$ cat src/rtl/scoreboard_display_seq_if.sv
// scoreboard_display_seq_if: score/mask/control inputs and digit outputs of the display sequencer.
interface scoreboard_display_seq_if #(
  parameter int N_PLAYERS = 2
);
  logic [8*N_PLAYERS-1:0] scores_i;
  logic [N_PLAYERS-1:0]   players_en_i;
  logic                   hold_i;
  logic                   next_i;
  logic [3:0]             tens_o;
  logic [3:0]             ones_o;
  logic [3:0]             player_o;
  logic                   blink_phase_o;
  modport master (
    output scores_i, players_en_i, hold_i, next_i,
    input  tens_o, ones_o, player_o, blink_phase_o
  );
  modport slave (
    input  scores_i, players_en_i, hold_i, next_i,
    output tens_o, ones_o, player_o, blink_phase_o
  );
endinterface

$ cat src/rtl/scoreboard_display_seq.sv
// scoreboard_display_seq: round-robin "P<n>" blink + score display sequencer; define SCOREBOARD_SNAPSHOT_EN to latch the score on DISPLAY entry.
module scoreboard_display_seq #(
  parameter int N_PLAYERS     = 2,
  parameter int BLINK_MS      = 500,
  parameter int DISPLAY_MS    = 2000,
  parameter int BLINK_TOGGLES = 4
) (
  input logic clk_1khz,
  input logic rst_i,
  scoreboard_display_seq_if.slave bus
);
  localparam int PW = $clog2(N_PLAYERS);
  localparam int MS = BLINK_MS > DISPLAY_MS ? BLINK_MS : DISPLAY_MS;
  localparam int TW = $clog2(MS + 1);
  localparam int IW = $clog2(BLINK_TOGGLES);
  typedef enum logic [1:0] {IDLE, BLINK, DISPLAY} state_t;
  state_t st, st_n;
  logic [PW-1:0] p, p_n, p_lo, p_nx;
  logic [TW-1:0] t, t_n;
  logic [IW-1:0] i, i_n;
  logic [N_PLAYERS-1:0] dm;
  logic [7:0] sa [N_PLAYERS];
  logic [7:0] shown;
  logic [3:0] tens_n, ones_n, player_n;
  logic blink_n;
  for (genvar g = 0; g < N_PLAYERS; g++) begin : g_sa
    assign sa[g] = bus.scores_i[8*g +: 8];
  end
  // dm[j] is the enable of player (p+j+1) mod N, so the first set bit is the next player
  always_comb begin
    dm = N_PLAYERS'({bus.players_en_i, bus.players_en_i} >> p >> 1);
    p_lo = '0;
    for (int k = N_PLAYERS - 1; k >= 0; k--) if (bus.players_en_i[k]) p_lo = PW'(k);
    p_nx = p;
    for (int j = N_PLAYERS - 1; j >= 0; j--)
      if (dm[j]) p_nx = PW'(int'(p) + j + 1 >= N_PLAYERS ? int'(p) + j + 1 - N_PLAYERS : int'(p) + j + 1);
  end
  always_comb begin
    st_n = st;
    p_n = p;
    t_n = t;
    i_n = i;
    if (bus.players_en_i == '0) begin
      st_n = IDLE;
      p_n = '0;
      t_n = '0;
      i_n = '0;
    end else if (st == IDLE || bus.next_i) begin
      st_n = BLINK;
      p_n = st == IDLE ? p_lo : p_nx;
      t_n = '0;
      i_n = '0;
    end else if (!bus.hold_i) begin
      if (st == BLINK) begin
        t_n = t == TW'(BLINK_MS - 1) ? '0 : t + 1'b1;
        if (t == TW'(BLINK_MS - 1)) begin
          i_n = i == IW'(BLINK_TOGGLES - 1) ? '0 : i + 1'b1;
          st_n = i == IW'(BLINK_TOGGLES - 1) ? DISPLAY : BLINK;
        end
      end else begin
        t_n = t == TW'(DISPLAY_MS - 1) ? '0 : t + 1'b1;
        st_n = t == TW'(DISPLAY_MS - 1) ? BLINK : DISPLAY;
        p_n = t == TW'(DISPLAY_MS - 1) ? p_nx : p;
      end
    end
  end
`ifdef SCOREBOARD_SNAPSHOT_EN
  logic [7:0] snap;
  always_ff @(posedge clk_1khz)
    if (rst_i) snap <= '0;
    else if (st != DISPLAY && st_n == DISPLAY) snap <= sa[p_n];
  assign shown = st == DISPLAY ? snap : sa[p_n];
`else
  assign shown = sa[p_n];
`endif
  always_comb begin
    tens_n = st_n == DISPLAY ? (shown[7:4] > 4'd9 ? 4'd10 : shown[7:4]) :
             st_n == BLINK && !i_n[0] ? 4'd11 : 4'd10;
    ones_n = st_n == DISPLAY ? (shown[3:0] > 4'd9 ? 4'd10 : shown[3:0]) :
             st_n == BLINK && !i_n[0] ? 4'(p_n) + 4'd1 : 4'd10;
    player_n = st_n == IDLE ? 4'd0 : 4'(p_n) + 4'd1;
    blink_n = st_n == BLINK;
  end
  always_ff @(posedge clk_1khz) begin
    if (rst_i) begin
      st <= IDLE;
      p <= '0;
      t <= '0;
      i <= '0;
      bus.tens_o <= 4'd10;
      bus.ones_o <= 4'd10;
      bus.player_o <= 4'd0;
      bus.blink_phase_o <= 1'b0;
    end else begin
      st <= st_n;
      p <= p_n;
      t <= t_n;
      i <= i_n;
      bus.tens_o <= tens_n;
      bus.ones_o <= ones_n;
      bus.player_o <= player_n;
      bus.blink_phase_o <= blink_n;
    end
  end
endmodule

$ cat src/flat_wrapper.sv
// flat-port wrapper written by rule: the top's interface ports become plain ports
module scoreboard_display_seq_flat 
#(
  parameter int N_PLAYERS     = 2,
  parameter int BLINK_MS      = 500,
  parameter int DISPLAY_MS    = 2000,
  parameter int BLINK_TOGGLES = 4
)
  (clk_1khz, rst_i, bus_scores_i, bus_players_en_i, bus_hold_i, bus_next_i, bus_tens_o, bus_ones_o, bus_player_o, bus_blink_phase_o);
  scoreboard_display_seq_if #(.N_PLAYERS(N_PLAYERS)) bus_i ();
  input logic clk_1khz;
  input logic rst_i;
  input wire logic [$bits(bus_i.scores_i)-1:0] bus_scores_i;
  input wire logic [$bits(bus_i.players_en_i)-1:0] bus_players_en_i;
  input wire logic [$bits(bus_i.hold_i)-1:0] bus_hold_i;
  input wire logic [$bits(bus_i.next_i)-1:0] bus_next_i;
  output wire logic [$bits(bus_i.tens_o)-1:0] bus_tens_o;
  output wire logic [$bits(bus_i.ones_o)-1:0] bus_ones_o;
  output wire logic [$bits(bus_i.player_o)-1:0] bus_player_o;
  output wire logic [$bits(bus_i.blink_phase_o)-1:0] bus_blink_phase_o;
  assign bus_i.scores_i = bus_scores_i;
  assign bus_i.players_en_i = bus_players_en_i;
  assign bus_i.hold_i = bus_hold_i;
  assign bus_i.next_i = bus_next_i;
  assign bus_tens_o = bus_i.tens_o;
  assign bus_ones_o = bus_i.ones_o;
  assign bus_player_o = bus_i.player_o;
  assign bus_blink_phase_o = bus_i.blink_phase_o;
  scoreboard_display_seq #(.N_PLAYERS(N_PLAYERS), .BLINK_MS(BLINK_MS), .DISPLAY_MS(DISPLAY_MS), .BLINK_TOGGLES(BLINK_TOGGLES)) u_core (.clk_1khz(clk_1khz), .rst_i(rst_i), .bus(bus_i));
endmodule
$ cat config.mk
export PLATFORM = sky130hd
export DESIGN_NAME = scoreboard_display_seq_flat
export DESIGN_NICKNAME = d
export VERILOG_FILES = /design/src/rtl/scoreboard_display_seq_if.sv /design/src/rtl/scoreboard_display_seq.sv /design/src/flat_wrapper.sv
export SDC_FILE = /design/constraint.sdc
export NUM_CORES = 1
export LEC_CHECK = 0
export CAP_MARGIN = 20
export CORE_UTILIZATION = 54
export CTS_BUF_LIST = sky130_fd_sc_hd__clkbuf_4
export CTS_CLUSTER_DIAMETER = 100
export DETAILED_ROUTE_END_ITERATION = 6
export PLACE_DENSITY = 0.87
export SYNTH_ARGS = -nofsm -noshare
export SYNTH_HDL_FRONTEND = slang
export SYNTH_SLANG_ARGS = --single-unit
export TNS_END_PERCENT = 20
$ cat constraint.sdc
create_clock -name clk_1khz -period 5.1 [get_ports clk_1khz]
set_input_delay 1.02 -clock clk_1khz [delete_from_list [all_inputs] [get_ports clk_1khz]]
set_output_delay 1.02 -clock clk_1khz [all_outputs]
set_load 0.02 [all_outputs]
==> reports/qor.yml, run 1 <==
status: "finished, final reports clean"
root_buffer: "clkbuf_4"
cts_tree: "done"
r2r_slack_ps: 2640
dr.max_layer_used: "met4"
p_leak_nw: 0.6828
dr.pass1.iters: 4
synth_area_um2: 1405
hold_viol_final: 0
drive_gt1_frac: 0.1099
vias_per_cell: 5.524
slew_headroom: 0.5320
mostFrequentLayoutCell: "clkdlybuf4s50_1"
clk_pin_slew_ps: 150
grt_pass1_vias: 1126
cts_resized: 0
startpoint: "bus_hold_i"
cts_setup_buffers: 0
hold_end: "u_core.i[1]$_SDFFE_PP0P_"
ctsHoldBuffers: 0
finalSetupViolations: 0
start_util: 0.5672
rr_endpoint: "u_core.bus.ones_o[1]$_SDFF_PP1_"
rsz0062_at_grt: "no"
h-tree-depth: 1
max_slew.worst_pin.slew_ps: 697.3
startpoint_type: "input port"
ff2ff_path_depth: 7
end_kind: "flop"
drt_wl_total_um: 2864
min_path_cells: 2
routedWlPerCell_um: 13.51
slew_viol_final: 0
fin_crit_sh: 0.6215
grt_pass1_wl_um: 4636
via_count: 1171
fin_worst_skew_ps: 5.066
grt_overflow: 0
r2r-start: "u_core.t[0]$_SDFFE_PP0N_"
yosysUniqueCellTypes: 50
nets: 207
dr_wl_met2_um: 1398
synthesis.instances: 150
synth-async-reset-ratio: 0
clock_sinks: 27
drtIter0Drc: 18
clockBufferDepth: 2
met1_length_um: 1304
fp.coreArea_um2: 2477
dr_wl_met3_um: 108
worstHoldStart: "u_core.i[1]$_SDFFE_PP0P_"
syn_to_final_growth_pct: 24.93
io_pins: 35
synth_area_per_cell_um2: 9.367
die_w_um: 53.01
rows: 18
gp_congestion: 0.8085
antenna_cells: 0
drc: 0
ys_ff_latch: 27
ys_seq_area_frac: 0.3847
globalRouteTotalUtil: 0.2261
arrival_ps: 3430
die_h_um: 53.01
cp_max_fo: 15
portBuffers: 32
max_freq_mhz: 315.5
worst_hold_slack_ps: 535.6
grt_antenna_before_repair: 0
yosysWarnings: 0
ys.flop_type: "dfxtp_1"
crit_type: "in2reg"
peakVddDrop_mv: 0.1686
clkLatencyLatePin_ps: 320
min_period_ps: 3170
critical_path_required_ps: 5360
grt_max_degree: 16
min_path_type: "reg2reg"
synth_edf_count: 0
cellPowerDensity_nw_per_um2: 222.9
die_area_um2: 2810
dpl.hpwl_um: 2226
setup_tns_ps: 0
maxCapViolations: 0
cts_buffers: 3
final_cell_mix: "clkdlybuf4s50_1 (32), dfxtp_1 (27), nor2_1 (24), nand2_1 (11)"
ant_nets: 0
-- worst max path at each step --
stage	end	slack, ps	depth (start not counted)
2_1_floorplan	u_core.bus.ones_o[1]$_SDFF_PP1_	2410	7
3_3_place_gp	u_core.bus.ones_o[1]$_SDFF_PP1_	1690	7
3_5_place_dp	u_core.bus.ones_o[1]$_SDFF_PP1_	1590	7
4_1_cts	u_core.bus.ones_o[1]$_SDFF_PP1_	1940	7
5_1_grt	u_core.bus.ones_o[1]$_SDFF_PP1_	1790	7
6_report	u_core.bus.ones_o[1]$_SDFF_PP1_	1930	7
-- area by class of cell --
cell class / instances / area [um^2]
multi-input cells: 116 / 815.8
fillers: 191 / 721.9
flip-flops and latches: 27 / 540.5
repair buffers: 32 / 320.3
well taps: 30 / 37.54
clock buffers: 4 / 30.03
inverters: 3 / 11.26
-- report_power, final --
part	total, mW	internal [mW]	switching, mW
clock network	0.0997	0.0359	0.0638
registers	0.221	0.217	0.00317
logic	0.0709	0.0382	0.0327
total	0.391	0.292	0.0996
-- metal layers --
metal,track usage,vias up
met1,0.2574,540
li1,-,597
met2,0.4030,28
met3,0.04885,6
met4,0.09211,0
met5,0,-
-- cell usage after synthesis, types with 2 or more instances --
cell	number	area share
nand3_1	4	0.014
nor2_1	24	0.064
inv_1	3	0.0080
a21oi_1	6	0.021
buf_4	2	0.011
nand3b_1	2	0.011
a21o_1	2	0.011
o21ai_0	7	0.025
dfxtp_1	27	0.38
a21boi_1	2	0.011
and2_2	3	0.016
and4_2	2	0.014
buf_6	2	0.016
mux2i_1	7	0.050
nand4_1	2	0.0089
nand2_1	11	0.029
or3b_1	2	0.012
xor2_1	5	0.031
xnor2_1	4	0.025
nor4_1	2	0.0089
ha_1	2	0.018
-- cell families (layout without fill, tap and decap cells) --
| family | count (synthesis) | in the layout | synth area share |
|---|---|---|---|
| muxes | 9 | 9 | 0.07391 |
| and+or+nand+nor | 66 | 66 | 0.2912 |
| DFF | 27 | 27 | 0.3847 |
| adders and majority gates | 2 | 2 | 0.01781 |
| AOI/OAI and AO/OA | 28 | 28 | 0.1362 |
| xor gates and xnor gates | 9 | 9 | 0.05610 |
| other | 1 | 2 | 0.002669 |
| buffers and inverters | 8 | 39 | 0.03739 |
-- state kept, by name, indices dropped and copies added, names as in the netlist --
register / flops
u_core.bus.tens_o: 4
u_core.i: 2
u_core.st: 2
u_core.bus.player_o: 2
u_core.p: 1
u_core.t: 11
u_core.bus.ones_o: 4
u_core.bus.blink_phase_o: 1
-- worst max-delay path: stages --
cell and delay, ps:
clkdlybuf4s50_1 560, nand4b_4 270, o41a_1 470, and4b_4 220, a21oi_4 340, mux2_2 390, a21oi_1 150
-- through the flow --
| step | instances | cell area [um^2] | setup WS [ps] | util | total power, mW |
|---|---|---|---|---|---|
| after floorplan | 151 | 1409 | 2409 | - | 0.2641 |
| after global placement | 208 | 1725 | 1694 | 0.6965 | 0.2936 |
| after detailed placement | 208 | 1725 | 1588 | 0.6965 | 0.2957 |
| after CTS | 212 | 1755 | 1935 | 0.7086 | 0.3931 |
| after global routing | 212 | 1755 | 1793 | 0.7086 | 0.4040 |
| final | 212 | 1755 | 1930 | 0.7086 | 0.3912 |
(Power assumes the default switching activity.)
==> inputs of run 2 (changes only) <==
Settings changed: CORE_UTILIZATION 54 to 45, PLACE_DENSITY 0.87 to 0.77.
Clock period 5.1 ns to 2.7 ns, I/O delays scaled along.
==> run 2 against run 1 <==
Compared with the run above: setup slack got worse by 1500 ps; wire length increased by 0.56%; via count increased by 2.0%; largest cell class unchanged; critical path type unchanged; largest power group unchanged.
==> reports/qor.yml, run 2 (same netlist as run 1, synthesis figures left out) <==
status: "finished, final reports clean"  # unchanged
crit_chain: "clkdlybuf4s50_1 -> nand4b_4 -> o41a_1 -> and4b_4 -> a21oi_4 -> mux2_2 -> a21oi_1"  # unchanged
p_comb_frac: 0.191  # was 0.181
drt_wl_total_um: 2880  # was 2864 um
end_kind: "flop"  # unchanged
max_freq_mhz: 443.5
grt_pass1_wl_um: 4705  # was 4636 um
maxCapViolations: 0  # unchanged
grt_overflow: 0  # unchanged
ant_nets: 0  # unchanged
grt_max_degree: 17  # was 16
die_w_um: 57.88  # was 53.01 um
cpPeakStageDelay_ps: 470  # was 560 ps
multiInputGateArea_um2: 815.8  # unchanged
final_cell_mix: "clkdlybuf4s50_1 (32), dfxtp_1 (27), nor2_1 (24), nand2_1 (11)"  # unchanged
die_h_um: 57.88  # was 53.01 um
seq_power_share: 0.563  # was 0.564
rows: 19  # was 18
cts_buffers: 3  # unchanged
largest_reg_flops: 11  # unchanged
drtIter0Drc: 39  # was 18
cts_tree: "done"  # unchanged
cts_setup_buffers: 0  # unchanged
rsz0062_at_grt: "no"  # unchanged
intPower_mw: 0.5471  # was 0.2916 mW
h-tree-depth: 1  # unchanged
globalRouteTotalUtil: 0.1800  # was 0.2261
crit_type: "in2reg"  # unchanged
drive_gt1_frac: 0.1383  # was 0.1099
ctsHoldBuffers: 0  # unchanged
mostFrequentLayoutCell: "clkdlybuf4s50_1"  # unchanged
clkLatencyLatePin_ps: 330  # was 320 ps
cellPowerDensity_nw_per_um2: 411.6  # was 222.9 nW/um^2
fillerInstances: 259  # was 191
dr.pass1.iters: 6  # was 4
io_pins: 35  # unchanged
fp.coreArea_um2: 2853  # was 2477 um^2
hold_viol_final: 0  # unchanged
routedWlPerCell_um: 13.15  # was 13.51 um
power_frac_clock: 0.247  # was 0.255
fin_util: 0.6316  # was 0.7086
die_area_um2: 3350  # was 2810 um^2
biggestRegsByFlops: "u_core.t x11, u_core.bus.ones_o x4, u_core.bus.tens_o x4"  # unchanged
gp_congestion: 0.7879  # was 0.8085
top_register: "u_core.t"  # unchanged
setup_tns_ps: 0  # unchanged
peakVddDrop_mv: 0.2746  # was 0.1686 mV
nets: 213  # was 207
clockBufferDepth: 2  # unchanged
vias_per_cell: 5.452  # was 5.524
dpl.hpwl_um: 2333  # was 2226 um
clk_pin_slew_ps: 150  # about the same
slowest_stage: "o41a_1"  # was clkdlybuf4s50_1
p_leak_nw: 0.7057  # was 0.6828 nW
slew_viol_final: 0  # unchanged
syn_to_final_growth_pct: 28.23  # was 24.93%
regArea_um2: 540.5  # unchanged
switching_share: 0.2622  # was 0.2546
critical_path_required_ps: 2980  # was 5360 ps
startpoint_type: "input port"  # unchanged
placed_cells: 215  # was 208
min_path_type: "reg2reg"  # unchanged
clock_sinks: 27  # unchanged
cts_resized: 0  # unchanged
fin_worst_skew_ps: 3.536  # was 5.066 ps
grt_antenna_before_repair: 0  # unchanged
drc: 0  # unchanged
cp_max_fo: 7  # was 15
grt_pass1_vias: 1148  # was 1,126
via_count: 1194  # was 1,171
finalSetupViolations: 0  # unchanged
p_sw_mw: 0.1944  # was 0.09961 mW
min_period_ps: 2255
fin_crit_sh: 0.8352
root_buffer: "clkbuf_4"  # unchanged
start_util: 0.4925  # was 0.5672
arrival_ps: 2530  # was 3430 ps
portBuffers: 32  # unchanged
stdcell_count: 219  # was 212
antenna_cells: 0  # unchanged
==> run 2: changes by cell type in the layout (fill, tap and decap cells not counted) <==
cell / delta
clkbuf_4: -1
clkinvlp_4: +1
buf_4: +6
==> run 2: worst paths after layout <==
| check | from | end | slack, ps | cells past startpoint |
|---|---|---|---|---|
| worst max register to register | u_core.t[0]$_SDFFE_PP0N_ | u_core.bus.ones_o[1]$_SDFF_PP1_ | 480 | 7 |
| worst min register to register | u_core.i[1]$_SDFFE_PP0P_ | u_core.i[1]$_SDFFE_PP0P_ | 530 | 2 |
| worst min-delay path | u_core.i[1]$_SDFFE_PP0P_ | u_core.i[1]$_SDFFE_PP0P_ | 530 | 2 |
| worst max-delay path | bus_hold_i | u_core.bus.ones_o[1]$_SDFF_PP1_ | 450 | 7 |
==> run 2: per-layer routing <==
layer | global-route usage | up-vias | part of all wire
li1 | - | 608 | -
met1 | 0.2171 | 554 | 0.43
met2 | 0.3251 | 28 | 0.51
met3 | 0.02679 | 4 | 0.038
met4 | 0.06122 | 0 | 0.014
met5 | 0 | - | 0
==> run 2: area by class of cell <==
cell class / count / share of cell area
Multi-Input combinational cell: 116 / 0.4528
Sequential cell: 27 / 0.3000
Timing Repair Buffer: 38 / 0.2028
Tap cell: 31 / 0.02153
Clock buffer: 3 / 0.01250
Inverter: 3 / 0.006250
Clock inverter: 1 / 0.004167
==> run 2: power by group through the flow <==
stage	combinational, mW	sequential (mW)	clock [mW]
6_report	0.142	0.417	0.183
5_1_grt	0.153	0.418	0.204
4_1_cts	0.142	0.417	0.186
3_5_place_dp	0.142	0.426	0
3_3_place_gp	0.139	0.425	0
2_1_floorplan	0.0623	0.436	0
==> run 2: worst max-delay path, delay by kind of cell <==
family	cells	cell delay (ps)
AOI/OAI and AO/OA	3	800
buffers and inverters	1	420
and+or+nand+nor	2	420
muxes	1	360
==> run 2: metrics by stage <==
| stage | setup WS [ps] | hold slack [ps] | cell area, um^2 | total power, mW |
|---|---|---|---|---|
| after floorplan | 488.9 | 464.6 | 1409 | 0.4988 |
| after CTS | 434.5 | 543.1 | 1802 | 0.7452 |
| after global placement | 98.74 | 479.3 | 1772 | 0.5649 |
| after global routing | 354.8 | 571.8 | 1802 | 0.7753 |
| final | 445.0 | 528.6 | 1802 | 0.7415 |
| after detailed placement | 76.65 | 509.8 | 1772 | 0.5677 |
==> inputs of run 3 (changes only) <==
Settings changed: CORE_UTILIZATION 45 to 50, PLACE_DENSITY 0.77 to 0.81.
Clock period 2.7 ns to 2.3 ns, I/O delays scaled along.
==> run 3 against run 2 <==
Compared with the run above: first-iteration DRC count is 69% lower; clock skew up 4.8 ps; flip-flop and latch count unchanged; die area fell by 9.7%; cell area is 3.1% higher; total power rose by 21%; combinational power grew 23%; clock power rose by 28%; via count increased by 4.2%; largest power group unchanged.
==> reports/qor.yml, run 3 (same netlist as run 1, synthesis figures left out) <==
clock_sinks: 27  # unchanged
arrival_ps: 2500  # was 2530 ps
ant_nets: 0  # unchanged
max_slew.worst_pin.slew_ps: 674.2
placed_cell_area_um2: 1823  # was 1772 um^2
status: "finished, final reports clean"  # unchanged
finalSetupViolations: 0  # unchanged
gr-usage-met3: 0.04372  # was 0.02679
mostFrequentLayoutCell: "clkdlybuf4s50_1"  # unchanged
max_freq_mhz: 453.9
start_util: 0.5473  # was 0.4925
min_period_ps: 2203
met1_usage: 0.2562  # was 0.2171
grt_pass1_wl_um: 4795  # was 4705 um
cts_buffers: 3  # unchanged
critical_path_required_ps: 2600  # was 2980 ps
top_usage_layer: "met2"  # unchanged
peakVddDrop_mv: 0.4993  # was 0.2746 mV
h-tree-depth: 1  # unchanged
ctsHoldBuffers: 0  # unchanged
fp.coreArea_um2: 2567  # was 2853 um^2
syn_to_final_growth_pct: 32.15  # was 28.23%
use_met2: 0.3996  # was 0.3251
design_area_um2: 1857  # was 1802 um^2
setup_tns_ps: 0  # unchanged
finalWorstSetupSlack_ps: 96.86  # was 445.0 ps
fin_crit_sh: 0.9579
drt_wl_total_um: 3112  # was 2880 um
routedWlPerCell_um: 13.83  # was 13.15 um
crit_type: "reg2reg"  # was in2reg
via_count: 1244  # was 1,194
grt_overflow: 0  # unchanged
min_path_type: "reg2reg"  # unchanged
cts_tree: "done"  # unchanged
largest_reg_flops: 11  # unchanged
end_kind: "flop"  # unchanged
die_h_um: 55.01  # was 57.88 um
final_cell_mix: "clkdlybuf4s50_1 (32), dfxtp_1 (26), nor2_1 (24), buf_4 (13), nand2_1 (11)"  # was clkdlybuf4s50_1 (32), dfxtp_1 (27), nor2_1 (24), nand2_1 (11)
globalRouteTotalUtil: 0.2248  # was 0.1800
placed_cells: 221  # was 215
drtIter0Drc: 12  # was 39
grt_max_degree: 15  # was 17
grt_antenna_before_repair: 0  # unchanged
biggestRegsByFlops: "u_core.t x11, u_core.bus.ones_o x4, u_core.bus.tens_o x4"  # unchanged
cp_max_fo: 7  # unchanged
rows: 18  # was 19
drc: 0  # unchanged
fin_worst_skew_ps: 8.302  # was 3.536 ps
dr.pass1.iters: 4  # was 6
dpl.hpwl_um: 2513  # was 2333 um
vias_per_cell: 5.529  # was 5.452
fillerInstances: 209  # was 259
slew_headroom: 0.5475
drive_gt1_frac: 0.1795  # was 0.1383
grt_pass1_vias: 1189  # was 1,148
post-place-ws_ps: -290.6  # was 76.65 ps
die_w_um: 55.01  # was 57.88 um
top_register: "u_core.t"  # unchanged
startpoint_type: "flop"  # was input port
io_pins: 35  # unchanged
clockBufferDepth: 2  # unchanged
cellPowerDensity_nw_per_um2: 484.6  # was 411.6 nW/um^2
die_area_um2: 3026  # was 3350 um^2
root_buffer: "clkbuf_4"  # unchanged
rsz0062_at_grt: "no"  # unchanged
gp_congestion: 0.8725  # was 0.7879
maxCapViolations: 0  # unchanged
clk_pin_slew_ps: 150  # about the same
clkLatencyLatePin_ps: 350  # was 330 ps
hold_viol_final: 0  # unchanged
slew_viol_final: 0  # unchanged
stdcell_count: 225  # was 219
fin_util: 0.7232  # was 0.6316
nets: 220  # was 213
p_leak_nw: 0.7415  # was 0.7057 nW
antenna_cells: 0  # unchanged
portBuffers: 32  # unchanged
run 3: cell types whose count changed in the layout (fill, tap and decap cells not counted), sizes merged:
cell,previous run,this run
clkinvlp,1,0
clkbuf,3,4
buf,6,13
run 3: worst max-delay path, cell delays in order, from the launching register on:
cell and delay, ps:
dfxtp_1 390, ha_2 250, nand4b_4 120, o41a_1 400, and4b_4 220, a21oi_4 190, buf_4 200, mux2i_1 230
a21o_1 150
run 3: layout make-up:
cell class              instances  area (um^2)  share of cell area
well taps                      30        37.54             0.02022
repair buffers                 45        417.9              0.2251
clock buffers                   4        30.03             0.01617
multi-input cells             116        818.3              0.4407
flip-flops and latches         27        541.8              0.2918
inverters                       3        11.26            0.006065
run 3: final timing paths:
check	start	depth (start not counted)	slack, ps	to
min reg2reg	u_core.i[1]$_SDFFE_PP0P_	2	540	u_core.i[1]$_SDFFE_PP0P_
max reg2reg	u_core.t[0]$_SDFFE_PP0N_	8	100	u_core.bus.ones_o[0]$_SDFF_PP0_
min	u_core.i[1]$_SDFFE_PP0P_	2	540	u_core.i[1]$_SDFFE_PP0P_
max	u_core.t[0]$_SDFFE_PP0N_	8	100	u_core.bus.ones_o[0]$_SDFF_PP0_
run 3: what timing repair did:
item                                   4_1_cts  5_1_grt
pin swaps                                    0        1
endpoints found under the hold margin        0        0
cloned                                       0        0
setup buffers                                0        0
setup endpoints to repair                    1        4
resized for setup                            1        1
run 3: stage by stage:
stage,hold slack (ps),power (mW)
after global placement,479.6,0.6678
after CTS,547.5,0.9032
after detailed placement,512.8,0.6744
after global routing,568.6,0.9245
after floorplan,464.6,0.5855
final,536.1,0.8998
run 3: power by group:
part	leakage [nW]	internal, mW	switching, mW
registers	0.221	0.482	0.00744
clock network	0.0184	0.0803	0.155
logic	0.502	0.0978	0.0772
total	0.741	0.660	0.240
run 3: routing by layer:
layer	vias up	wire [um]
met3	7	132
met5	-	0
met4	0	72
met2	36	1559
met1	582	1348
li1	619	-
